--- config.mk ---
export PLATFORM = sky130hd
export DESIGN_NAME = axi_lite_sorter_reader_flat
export DESIGN_NICKNAME = d
export VERILOG_FILES = /design/src/rtl/sorter_pkg.sv /design/src/rtl/axi_lite_sorter_reader_if.sv /design/src/rtl/sorter_rd_decode.sv /design/src/rtl/axi_lite_sorter_reader.sv /design/src/flat_wrapper.sv
export SDC_FILE = /design/constraint.sdc
export NUM_CORES = 1
export LEC_CHECK = 0
export CAP_MARGIN = 20
export CORE_ASPECT_RATIO = 0.8
export CORE_UTILIZATION = 38
export CTS_CLUSTER_SIZE = 24
export DETAILED_ROUTE_END_ITERATION = 8
export HOLD_SLACK_MARGIN = 0.03
export PLACE_DENSITY = 0.86
export RECOVER_POWER = 25
export SLEW_MARGIN = 20
export SYNTH_ARGS = -nofsm -noshare
export SYNTH_HDL_FRONTEND = slang
export SYNTH_SLANG_ARGS = --single-unit
--- constraint.sdc ---
create_clock -name clk -period 3.65 [get_ports clk]
set_clock_uncertainty 0.1 [all_clocks]
set_input_delay 0.365 -clock clk [delete_from_list [all_inputs] [get_ports clk]]
set_output_delay 0.365 -clock clk [all_outputs]
set_load 0.005 [all_outputs]
--- src/rtl/sorter_pkg.sv ---
// Shared definitions for the sorter read path: register map, response codes,
// read-FSM states and the decoded register selector.
package sorter_pkg;

  // Register map (full 32-bit address compare)
  localparam logic [31:0] ADDR_POP_VAL   = 32'h0000_0008;
  localparam logic [31:0] ADDR_POP_IVAL  = 32'h0000_000C;
  localparam logic [31:0] ADDR_VAL_CTR   = 32'h0000_0010;
  localparam logic [31:0] ADDR_IVAL_CTR  = 32'h0000_0014;
  localparam logic [31:0] ADDR_FLAGS     = 32'h0000_0018;

  // Read response codes
  typedef enum logic [1:0] {
    RESP_OKAY   = 2'b00,
    RESP_SLVERR = 2'b10,
    RESP_DECERR = 2'b11
  } rresp_e;

  // Read transaction FSM
  typedef enum logic [1:0] {
    ST_IDLE = 2'd0,
    ST_POP  = 2'd1,
    ST_WAIT = 2'd2,
    ST_RESP = 2'd3
  } state_e;

  // Which status register a read address selects
  typedef enum logic [1:0] {
    REG_NONE     = 2'd0,
    REG_VAL_CTR  = 2'd1,
    REG_IVAL_CTR = 2'd2,
    REG_FLAGS    = 2'd3
  } reg_sel_e;

endpackage : sorter_pkg

--- src/rtl/axi_lite_sorter_reader_if.sv ---
// AXI-Lite read channel (AR + R) between a bus master and the sorter reader.
interface axi_lite_sorter_reader_if #(
  parameter int WIDTH = 32
);
  logic             ARVALID;
  logic [31:0]      ARADDR;
  logic             ARREADY;
  logic             RVALID;
  logic             RREADY;
  logic [WIDTH-1:0] RDATA;
  logic [1:0]       RRESP;

  modport master (
    output ARVALID, ARADDR, RREADY,
    input  ARREADY, RVALID, RDATA, RRESP
  );

  modport slave (
    input  ARVALID, ARADDR, RREADY,
    output ARREADY, RVALID, RDATA, RRESP
  );
endinterface : axi_lite_sorter_reader_if

--- src/rtl/sorter_rd_decode.sv ---
// Combinational read-address decoder: classifies ARADDR as a FIFO pop,
// a status-register read, or an unmapped address.
module sorter_rd_decode
  import sorter_pkg::*;
(
  input  logic [31:0] araddr,
  output logic        pop_val,
  output logic        pop_ival,
  output reg_sel_e    reg_sel,
  output logic        decerr
);

  // Exact-match address decode
  always_comb begin
    // NOTE: every output gets a default before the case so no path leaves one unassigned (no latch).
    pop_val  = 1'b0;
    pop_ival = 1'b0;
    reg_sel  = REG_NONE;
    decerr   = 1'b0;
    case (araddr)
      ADDR_POP_VAL:  pop_val  = 1'b1;
      ADDR_POP_IVAL: pop_ival = 1'b1;
      ADDR_VAL_CTR:  reg_sel  = REG_VAL_CTR;
      ADDR_IVAL_CTR: reg_sel  = REG_IVAL_CTR;
      ADDR_FLAGS:    reg_sel  = REG_FLAGS;
      default:       decerr   = 1'b1;
    endcase
  end

endmodule : sorter_rd_decode

--- src/rtl/axi_lite_sorter_reader.sv ---
// AXI-Lite read slave for the sorter: pops the val/ival FIFOs or returns
// their occupancy/flags. One transaction in flight; all outputs registered.
module axi_lite_sorter_reader
  import sorter_pkg::*;
#(
  parameter int WIDTH = 32,
  parameter int DEPTH = 10
) (
  input  logic                         clk,
  input  logic                         rst,
  axi_lite_sorter_reader_if.slave      axi,
  output logic                         val_rd_en,
  output logic                         ival_rd_en,
  input  logic [WIDTH-1:0]             val_rd_data,
  input  logic [WIDTH-1:0]             ival_rd_data,
  input  logic                         val_empty,
  input  logic                         val_full,
  input  logic                         ival_empty,
  input  logic                         ival_full,
  input  logic [DEPTH-1:0]             val_fifo_ctr,
  input  logic [DEPTH-1:0]             ival_fifo_ctr
);

  logic       dec_pop_val;
  logic       dec_pop_ival;
  reg_sel_e   dec_reg_sel;
  logic       dec_decerr;

  logic [WIDTH-1:0] reg_val;

  state_e           state_q, state_d;
  logic             arready_q, arready_d;
  logic             rvalid_q, rvalid_d;
  logic [WIDTH-1:0] rdata_q, rdata_d;
  rresp_e           rresp_q, rresp_d;
  logic             val_rd_en_q, val_rd_en_d;
  logic             ival_rd_en_q, ival_rd_en_d;
  logic             sel_ival_q, sel_ival_d;   // FIFO whose data is captured in WAIT

  sorter_rd_decode u_decode (
    .araddr   (axi.ARADDR),
    .pop_val  (dec_pop_val),
    .pop_ival (dec_pop_ival),
    .reg_sel  (dec_reg_sel),
    .decerr   (dec_decerr)
  );

  // Status register value as seen at the AR handshake edge
  always_comb begin
    reg_val = '0;
    case (dec_reg_sel)
      REG_VAL_CTR:  reg_val = WIDTH'(val_fifo_ctr);
      REG_IVAL_CTR: reg_val = WIDTH'(ival_fifo_ctr);
      REG_FLAGS:    reg_val = WIDTH'({ival_full, ival_empty, val_full, val_empty});
      default:      reg_val = '0;
    endcase
  end

  // Next-state and next-output logic of the read FSM
  always_comb begin
    state_d      = state_q;
    rdata_d      = rdata_q;
    rresp_d      = rresp_q;
    sel_ival_d   = sel_ival_q;
    val_rd_en_d  = 1'b0;
    ival_rd_en_d = 1'b0;

    case (state_q)
      ST_IDLE: begin
        if (axi.ARVALID && arready_q) begin
          if (dec_pop_val) begin
            if (!val_empty) begin
              val_rd_en_d = 1'b1;
              sel_ival_d  = 1'b0;
              state_d     = ST_POP;
            end else begin
              rdata_d = '0;
              rresp_d = RESP_SLVERR;
              state_d = ST_RESP;
            end
          end else if (dec_pop_ival) begin
            if (!ival_empty) begin
              ival_rd_en_d = 1'b1;
              sel_ival_d   = 1'b1;
              state_d      = ST_POP;
            end else begin
              rdata_d = '0;
              rresp_d = RESP_SLVERR;
              state_d = ST_RESP;
            end
          end else if (dec_decerr) begin
            rdata_d = '0;
            rresp_d = RESP_DECERR;
            state_d = ST_RESP;
          end else begin
            rdata_d = reg_val;
            rresp_d = RESP_OKAY;
            state_d = ST_RESP;
          end
        end
      end
      // rd_en is high during POP; the FIFO presents data during WAIT
      ST_POP:  state_d = ST_WAIT;
      ST_WAIT: begin
        rdata_d = sel_ival_q ? ival_rd_data : val_rd_data;
        rresp_d = RESP_OKAY;
        state_d = ST_RESP;
      end
      ST_RESP: begin
        if (axi.RREADY) state_d = ST_IDLE;
      end
      default: state_d = ST_IDLE;
    endcase

    arready_d = (state_d == ST_IDLE);
    rvalid_d  = (state_d == ST_RESP);
  end

  // State and output registers; reset drops any transaction in flight
  always_ff @(posedge clk or posedge rst) begin
    if (rst) begin
      state_q      <= ST_IDLE;
      arready_q    <= 1'b0;
      rvalid_q     <= 1'b0;
      rdata_q      <= '0;
      rresp_q      <= RESP_OKAY;
      val_rd_en_q  <= 1'b0;
      ival_rd_en_q <= 1'b0;
      sel_ival_q   <= 1'b0;
    end else begin
      // NOTE: non-blocking assignments so every flop samples the pre-edge values.
      state_q      <= state_d;
      arready_q    <= arready_d;
      rvalid_q     <= rvalid_d;
      rdata_q      <= rdata_d;
      rresp_q      <= rresp_d;
      val_rd_en_q  <= val_rd_en_d;
      ival_rd_en_q <= ival_rd_en_d;
      sel_ival_q   <= sel_ival_d;
    end
  end

  assign axi.ARREADY = arready_q;
  assign axi.RVALID  = rvalid_q;
  assign axi.RDATA   = rdata_q;
  assign axi.RRESP   = rresp_q;
  assign val_rd_en   = val_rd_en_q;
  assign ival_rd_en  = ival_rd_en_q;

endmodule : axi_lite_sorter_reader

--- src/flat_wrapper.sv ---
// flat-port wrapper written by rule: the top's interface ports become plain ports
module axi_lite_sorter_reader_flat import sorter_pkg::*;
#(
  parameter int WIDTH = 32,
  parameter int DEPTH = 10
)
  (clk, rst, val_rd_en, ival_rd_en, val_rd_data, ival_rd_data, val_empty, val_full, ival_empty, ival_full, val_fifo_ctr, ival_fifo_ctr, axi_ARVALID, axi_ARADDR, axi_RREADY, axi_ARREADY, axi_RVALID, axi_RDATA, axi_RRESP);
  axi_lite_sorter_reader_if #(.WIDTH(WIDTH)) axi_i ();
  input  logic clk;
  input  logic rst;
  output logic val_rd_en;
  output logic ival_rd_en;
  input  logic [WIDTH-1:0] val_rd_data;
  input  logic [WIDTH-1:0] ival_rd_data;
  input  logic val_empty;
  input  logic val_full;
  input  logic ival_empty;
  input  logic ival_full;
  input  logic [DEPTH-1:0] val_fifo_ctr;
  input  logic [DEPTH-1:0] ival_fifo_ctr;
  input wire logic [$bits(axi_i.ARVALID)-1:0] axi_ARVALID;
  input wire logic [$bits(axi_i.ARADDR)-1:0] axi_ARADDR;
  input wire logic [$bits(axi_i.RREADY)-1:0] axi_RREADY;
  output wire logic [$bits(axi_i.ARREADY)-1:0] axi_ARREADY;
  output wire logic [$bits(axi_i.RVALID)-1:0] axi_RVALID;
  output wire logic [$bits(axi_i.RDATA)-1:0] axi_RDATA;
  output wire logic [$bits(axi_i.RRESP)-1:0] axi_RRESP;
  assign axi_i.ARVALID = axi_ARVALID;
  assign axi_i.ARADDR = axi_ARADDR;
  assign axi_i.RREADY = axi_RREADY;
  assign axi_ARREADY = axi_i.ARREADY;
  assign axi_RVALID = axi_i.RVALID;
  assign axi_RDATA = axi_i.RDATA;
  assign axi_RRESP = axi_i.RRESP;
  axi_lite_sorter_reader #(.WIDTH(WIDTH), .DEPTH(DEPTH)) u_core (.clk(clk), .rst(rst), .axi(axi_i), .val_rd_en(val_rd_en), .ival_rd_en(ival_rd_en), .val_rd_data(val_rd_data), .ival_rd_data(ival_rd_data), .val_empty(val_empty), .val_full(val_full), .ival_empty(ival_empty), .ival_full(ival_full), .val_fifo_ctr(val_fifo_ctr), .ival_fifo_ctr(ival_fifo_ctr));
endmodule
; ---- Word level (Yosys, flattened, before mapping)
; Cells that the tools add are included.
[totals]
mem_bits_rw = 0
mem_count = 0
romBits = 0
elab_cells = 72
register_bits = 41
latchBits = 0
output_inout_bits = 38
[op_classes]
n_reduce_logical = 8
div_mod_pow = 0
multipliers = 0
n_mux = 39
shifts = 0
magnitude_cmp = 0
n_eq_ne = 17
n_bitwise = 0
addsub = 0
[op_table]
columns = operator, n
row1 = $mux W32, 6
row2 = $eq A32 B5 Y1 const B, 3
row3 = $eq A32 B4 Y1 const B, 2
row4 = $pmux W32 S2, 1
row5 = $pmux W10 S3, 1
row6 = $mux W2, 12
row7 = $mux W1, 15
row8 = $eq A2 B2 Y1 const B, 5
row9 = $mux W10, 1
row10 = $pmux W2 S4, 1
row11 = $pmux W2 S3, 1
row12 = $reduce_and A5 Y1, 1
row13 = $reduce_or A5 Y1, 1
row14 = $eq A2 B1 Y1 const B, 2
row15 = $logic_not A2 Y1, 2
row16 = $ne A2 B1 Y1 const B, 2
row17 = $ne A4 B3 Y1 const B, 1
row18 = $pmux W2 S2, 1
row19 = $reduce_and A4 Y1, 1
row20 = $reduce_bool A2 Y1, 2
row21 = $ne A3 B3 Y1 const B, 1
row22 = $ne A2 B2 Y1 const B, 1
row23 = $logic_and A1 B1 Y1, 1

; ---- Longest topological paths before layout
; Gate-level depths: netlist of run 1.
[logic_depth]
word_depth = 9
depth_mapped = 7

; ---- Cells and area by module
; A second synthesis of run 1 with hierarchy kept.
[hier_totals]
cells_unflattened = 222
hier_area_um2 = 2453.6
[modules_own_cells]
columns = mod, area_per_inst_um2, cells_per_inst, instances, seq_area_each_um2
row1 = axi_lite_sorter_reader, 2296.0, 201, 1, 1026.0
row2 = sorter_rd_decode, 157.7, 21, 1, 0.0

; ---- Least setup slack after synthesis of run 1
; OpenSTA, ideal clock, no wires.
[synth_path]
kind = input port to flip-flop
from = input port axi_ARADDR[28]
to = register u_core.rdata_q[24] (netlist: u_core.axi.RDATA[24])
path_buffers = 2
arrival_time_ps = 2071
cell_stages = 7
slack_ps = 1401
t_required_ps = 3472
cell_sequence = nor4_1 nand4_1 or2_1 o41ai_4 buf_6 buf_6 o2bb2ai_1
[synth_via]
elab_chain_len = 6
[synth_lines]
columns = element, line
row1 = from (decl), flat_wrapper.sv:22  ; input wire logic [$bits(axi_i.ARADDR)-1:0] axi_ARADDR;
row2 = $eq A32 B4 Y1, sorter_rd_decode.sv:20  ; case (araddr)
row3 = $mux W1, sorter_rd_decode.sv:20
row4 = $mux W32, axi_lite_sorter_reader.sv:81  ; end else if (dec_pop_ival) begin
row5 = $mux W32, axi_lite_sorter_reader.sv:71  ; if (dec_pop_val) begin
row6 = $mux W32, axi_lite_sorter_reader.sv:70  ; if (axi.ARVALID && arready_q) begin
row7 = $pmux W32 S2, axi_lite_sorter_reader.sv:68  ; case (state_q)
row8 = to (signal assigned), axi_lite_sorter_reader.sv:135  ; rdata_q <= rdata_d;
row9 = to (decl), axi_lite_sorter_reader.sv:34  ; logic [WIDTH-1:0] rdata_q, rdata_d;
; Parallel ways exist; a longest one is shown, timed or not. The select of a mux whose other input is x is not followed.
; A chain may end at the register's enable or synchronous reset.

; ---- Worst setup path in the final report of run 1
[layout_path]
from = input port axi_ARADDR[16]
to = register u_core.rdata_q[7] (netlist: u_core.axi.RDATA[7])
[layout_via]
elab_chain_len = 9
[layout_lines]
columns = element, line
row1 = $eq A32 B5 Y1, sorter_rd_decode.sv:20
row2 = $pmux W2 S3, sorter_rd_decode.sv:20
row3 = $eq A2 B2 Y1 or $eq A2 B1 Y1 (tied branches), axi_lite_sorter_reader.sv:51  ; case (dec_reg_sel)
row4 = $pmux W10 S3, axi_lite_sorter_reader.sv:51
row5 = $mux W10, axi_lite_sorter_reader.sv:91  ; end else if (dec_decerr) begin
row6 = $mux W32, axi_lite_sorter_reader.sv:81
row7 = $mux W32, axi_lite_sorter_reader.sv:71
row8 = $mux W32, axi_lite_sorter_reader.sv:70
row9 = $pmux W32 S2, axi_lite_sorter_reader.sv:68
; Parallel ways exist; a longest one is shown, timed or not. The select of a mux whose other input is x is not followed.

==> results.sh, run 1 <==
export IMPL_die_width_um=89.4
export IMPL_outcome="finished, violations left"
export IMPL_synth_edf_count=0
export IMPL_fp_dieArea_um2=6430
export IMPL_fillers=465
export IMPL_drive_above_1_share_pct=7.03
export IMPL_holdWs_ns=0.388
export IMPL_synth_seq_cells=41
export IMPL_cts_buffers=5
export IMPL_grt_pass1_wl_um=11600
export IMPL_multi_input_area_um2=1150
export IMPL_clk_pin_slew_ns=0.08
export IMPL_synth_distinct_cells=30
export IMPL_p_per_area_nw_per_um2=499
export IMPL_mostFrequentLayoutCells="clkdlybuf4s50_1 (159), mux2i_1 (40), dfrtp_1 (40)"
export IMPL_first_pass_iters=4
export IMPL_dpl_hpwl_um=5770
export IMPL_diodes=0
export IMPL_worstPathArrival_ns=2.87
export IMPL_cts_hold_buf=0
export IMPL_slew_limit_headroom_pct=-2.62
export IMPL_violations="max-capacitance violations, max-slew violations"
export IMPL_cp_max_fo=12
export IMPL_hp_class="register to register"
export IMPL_num_rows=25
export IMPL_path_class="input port to register"
export IMPL_final_util_pct=69.5
export IMPL_cts_root_buffer_cell="clkbuf_8"
export IMPL_ys_flop_type="dfrtp_1"
export IMPL_setup_violations=0
export IMPL_coreArea_um2=5910
export IMPL_clockBufferDepth=2
export IMPL_clkSinkCount=41
export IMPL_fin_crit_sh_pct=75.5
export IMPL_cp_required_ns=3.76
export IMPL_wl_um=7250
export IMPL_placed_area_um2=4030
export IMPL_ir_drop_uv=326
export IMPL_initial_utilization_pct=39.3
export IMPL_worstMarginPinSlew_ns=1.54
export IMPL_drv_cap=1
export IMPL_final_common_cell="clkdlybuf4s50_1"
export IMPL_ys_seq_area_share_pct=44.2
export IMPL_area_growth_pct=77.1
export IMPL_dp_cells=457
export IMPL_critPathLaunchType="input port"
export IMPL_final_cells=465
export IMPL_antenna_left=0
export IMPL_postSynthCellCount=221
export IMPL_drc=0
export IMPL_cts_setup_buffers=0
export IMPL_vias=2424
export IMPL_port_buffers=161
export IMPL_wl_per_cell_um=15.6
export IMPL_ioPinCount=162
export IMPL_drt_iter0_markers=83
export IMPL_leakagePower_nw=1.63
export IMPL_die_y_um=71.9
export IMPL_syn_avg_cell_area_um2=10.5
export IMPL_antenna_found_initial=0
export IMPL_hold_violations=0
export IMPL_synth_warnings=0
export IMPL_nets=507
export IMPL_gp_congestion=0.811
export IMPL_avgViaCountPerCell=5.21
export IMPL_grt_usage_pct=23.5
export IMPL_rsz0062_at_grt="false"
export IMPL_grt_max_degree=42
export IMPL_slew_violations=42
export IMPL_regArea_um2=1030
export IMPL_htreeDepth=2
export IMPL_grt_pass1_vias=2465
export IMPL_syn_area_um2=2320
export IMPL_max_clock_freq_mhz=363
export IMPL_crit_path_end_kind="register"
export IMPL_overflow=0
export IMPL_fin_tns_setup_ns=0
export IMPL_clock_latency_ns=0.28
export IMPL_async_flop_share_pct=100
export IMPL_syn_nets=345
export IMPL_post_cts_resize_count=0
export IMPL_period_needed_ns=2.76
export IMPL_design_area_um2=4110
export IMPL_cts_tree="built"
sequential cells by signal, indices dropped and copies added, names as in the netlist:
signal	count
u_core.axi.RVALID	1
u_core.sel_ival_q	1
u_core.axi.ARREADY	1
u_core.state_q	2
u_core.axi.RDATA	32
u_core.axi.RRESP	2
u_core.ival_rd_en	1
u_core.val_rd_en	1
final timing paths:
| path | startpoint | slack [ns] | cells after the start | to |
|---|---|---|---|---|
| worst max-delay path | axi_ARADDR[16] | 0.89 | 7 | u_core.axi.RDATA[7] |
| worst min-delay path | u_core.axi.RDATA[12] | 0.39 | 1 | u_core.axi.RDATA[12] |
| worst max register to register | u_core.state_q[0] | 1.26 | 5 | u_core.axi.RDATA[2] |
| worst min register to register | u_core.axi.RDATA[12] | 0.39 | 1 | u_core.axi.RDATA[12] |
| max in group asynchronous | rst | 1.56 | 2 | u_core.sel_ival_q |
| min in group asynchronous | rst | 0.88 | 2 | u_core.axi.RDATA[24] |
metal layers:
| layer | GRT usage [%] | vias up | wire [µm] | part of all wire, % |
|---|---|---|---|---|
| met2 | 40.1 | 113 | 3530 | 49 |
| met1 | 30.1 | 1154 | 3010 | 42 |
| met4 | 6.53 | 0 | 108 | 1.5 |
| met5 | 0 | - | 0 | 0 |
| li1 | - | 1145 | - | - |
| met3 | 5.01 | 12 | 591 | 8.2 |
cells in the mapped netlist (4+ instances only):
cell type	n	share of area [%]
nor2_1	14	2.3
nor4_1	19	5.1
o2bb2ai_1	22	8.3
dfrtp_1	41	44
a211o_1	4	1.5
clkbuf_1	8	1.3
a21oi_1	4	0.86
inv_1	20	3.2
nand2_1	5	0.81
nor3_1	4	0.86
mux2i_1	40	17
a211oi_1	6	1.9
mux2_2	9	4.4
where the power goes:
| group | internal [mW] | leakage, nW | switching [mW] | total, mW |
|---|---|---|---|---|
| combinational | 0.621 | 1.07 | 0.393 | 1.01 |
| clock | 0.132 | 0.0439 | 0.155 | 0.287 |
| sequential | 0.634 | 0.516 | 0.117 | 0.751 |
per-stage QoR:
step | worst slack [ns] | total power, mW
2_1_floorplan | 1.40 | 1.21
3_3_place_gp | 0.673 | 1.74
3_5_place_dp | 0.593 | 1.78
4_1_cts | 0.908 | 2.08
5_1_grt | 0.748 | 2.19
6_report | 0.893 | 2.05
cells by family after synthesis:
group           share of synthesized area [%]
compound gates                           15.2
simple gates                             12.3
xor+xnor                                0.377
mux                                      21.6
flops                                    44.2
buf+inv                                  6.25
worst max-delay path, stage by stage:
cell	delay, ns
clkdlybuf4s50_1	0.41
nor4_1	0.37
nand4_1	0.17
or2_1	0.32
o41ai_4	0.68
buf_4	0.33
mux2i_1	0.21
final cells by class:
cell class / count / area share, %
clock inverter: 3 / 0.426
sequential: 41 / 25.0
inverter: 20 / 1.83
multi-input combinational: 146 / 28.0
tap: 81 / 2.47
clock buffer: 5 / 1.67
timing repair buffer: 169 / 40.7
No activity file was read; power rests on OpenSTA's default activity.
==> inputs of run 2 (changes only) <==
--- a/config.mk
+++ b/config.mk
@@ -7,11 +7,11 @@
 export LEC_CHECK = 0
 export CAP_MARGIN = 20
 export CORE_ASPECT_RATIO = 0.8
-export CORE_UTILIZATION = 38
+export CORE_UTILIZATION = 35
 export CTS_CLUSTER_SIZE = 24
 export DETAILED_ROUTE_END_ITERATION = 8
 export HOLD_SLACK_MARGIN = 0.03
-export PLACE_DENSITY = 0.86
+export PLACE_DENSITY = 0.8
 export RECOVER_POWER = 25
 export SLEW_MARGIN = 20
 export SYNTH_ARGS = -nofsm -noshare
==> constraint.sdc (replaced) <==
create_clock -name clk -period 2.6 [get_ports clk]
set_clock_uncertainty 0.1 [all_clocks]
set_input_delay 0.26 -clock clk [delete_from_list [all_inputs] [get_ports clk]]
set_output_delay 0.26 -clock clk [all_outputs]
set_load 0.005 [all_outputs]
==> results.sh, run 2 (synthesis gave the netlist of run 1 again) <==
export IMPL_outcome="finished, violations left"
export IMPL_violations="max-capacitance violations, max-slew violations"
export IMPL_die_width_um=93.0
export IMPL_placed_area_um2=4080
export IMPL_hp_class="register to register"
export IMPL_worst_r2r_cell_count=4
export IMPL_dpl_hpwl_um=5860
export IMPL_port_buffers=161
export IMPL_holdWs_ns=0.390
export IMPL_timing_rr_start="u_core.state_q[1]"
export IMPL_cts_tree="built"
export IMPL_avgViaCountPerCell=5.02
export IMPL_design_area_um2=4180
export IMPL_slew_violations=42
export IMPL_diodes=0
export IMPL_ioPinCount=162
export IMPL_fin_crit_sh_pct=90.8
export IMPL_nets=512
export IMPL_setup_violations=0
export IMPL_drc=0
export IMPL_r2r_end="u_core.sel_ival_q"
export IMPL_wl_um=7210
export IMPL_critPathLaunchType="input port"
export IMPL_p_per_area_nw_per_um2=711
export IMPL_dp_cells=465
export IMPL_area_growth_pct=80.1
export IMPL_vias=2373
export IMPL_clk_pin_slew_ns=0.07
export IMPL_overflow=0
export IMPL_drt_iter0_markers=111
export IMPL_cp_max_fo=8
export IMPL_clock_latency_ns=0.28
export IMPL_htreeDepth=2
export IMPL_grt_pass1_wl_um=11400
export IMPL_crit_path_end_kind="register"
export IMPL_drive_above_1_share_pct=8.23
export IMPL_fp_dieArea_um2=6960
export IMPL_reg2reg_slack_ns=0.76
export IMPL_wl_per_cell_um=15.3
export IMPL_clockBufferDepth=2
export IMPL_antenna_left=0
export IMPL_cts_hold_buf=0
export IMPL_initial_utilization_pct=36.2
export IMPL_fillers=522
export IMPL_num_rows=26
export IMPL_worstMarginPinSlew_ns=1.51
export IMPL_rsz0062_at_grt="false"
export IMPL_final_util_pct=65.2
export IMPL_setup_ws_ns=0.238
export IMPL_max_clock_freq_mhz=423
export IMPL_leakagePower_nw=1.67
export IMPL_grt_usage_pct=21.0
export IMPL_grt_max_degree=42
export IMPL_report_power_total_mw=2.97
export IMPL_largest_reg_flops=32
export IMPL_ir_drop_uv=512
export IMPL_crit_start="axi_ARADDR[29]"
export IMPL_drv_cap=1
export IMPL_mostFrequentLayoutCells="clkdlybuf4s50_1 (160), mux2i_1 (40), dfrtp_1 (40)"
export IMPL_gp_congestion=0.764
export IMPL_fin_tns_setup_ns=0
export IMPL_cts_buffers=5
export IMPL_slew_limit_headroom_pct=-0.721
export IMPL_coreArea_um2=6410
export IMPL_die_y_um=74.8
export IMPL_post_cts_resize_count=0
export IMPL_antenna_found_initial=0
export IMPL_hold_violations=0
export IMPL_grt_pass1_vias=2345
export IMPL_final_cells=473
export IMPL_dp_slack_ns=-0.0511
export IMPL_cp_endpoint="u_core.axi.RDATA[2]"
export IMPL_first_pass_iters=5
export IMPL_path_class="input port to register"
export IMPL_cts_root_buffer_cell="clkbuf_8"
export IMPL_period_needed_ns=2.36
export IMPL_cts_setup_buffers=0
export IMPL_clkSinkCount=41
export IMPL_final_common_cell="clkdlybuf4s50_1"
export IMPL_cp_required_ns=2.66
export IMPL_worstPathArrival_ns=2.43
## run 2: cell count changes in the layout (fill, tap and decap cells not counted)
cell	change
buf_4	+4
clkbuf_8	+2
buf_12	+1
clkdlybuf4s50_1	+1
clkinv_2	-1
clkinvlp_4	-1
dlygate4sd3_1	-1
## run 2: worst min-delay path by stage
stage                      endpoint  cells after the start            startpoint
6_report       u_core.axi.RDATA[19]                      1  u_core.axi.RDATA[19]
5_1_grt        u_core.axi.RDATA[20]                      1  u_core.axi.RDATA[20]
4_1_cts        u_core.axi.RDATA[27]                      1  u_core.axi.RDATA[27]
3_5_place_dp   u_core.axi.RDATA[19]                      1  u_core.axi.RDATA[19]
3_3_place_gp   u_core.axi.RDATA[15]                      1  u_core.axi.RDATA[15]
2_1_floorplan      u_core.val_rd_en                      1             val_empty
## run 2: critical path, stage by stage
cell and delay [ns]:
clkdlybuf4s50_1 0.41, nor4_1 0.33, nand4_1 0.20, or2_1 0.32, o41ai_4 0.33, buf_4 0.23, mux2_2 0.35
## run 2: area by class of cell
| class | instances | area [µm²] | share of cell area (%) |
|---|---|---|---|
| timing repair buffer | 174 | 1720 | 41.2 |
| multi-input combinational | 146 | 1150 | 27.5 |
| sequential | 41 | 1030 | 24.6 |
| tap | 84 | 105 | 2.51 |
| clock buffer | 7 | 96.3 | 2.30 |
| inverter | 20 | 75.1 | 1.80 |
| clock inverter | 1 | 5.00 | 0.120 |
## run 2: metal layers
layer	GRT usage, %	up-vias	share of wire, %
met2	37.6	90	49
met4	1.71	0	0.26
met5	0	-	0
li1	-	1155	-
met3	5.25	2	7.3
met1	27.1	1126	44
## run 2: power breakdown
group | internal, mW | leakage (nW) | switching (mW)
registers | 0.890 | 0.516 | 0.157
logic | 0.917 | 1.10 | 0.564
clock network | 0.240 | 0.0542 | 0.202
total | 2.05 | 1.67 | 0.923
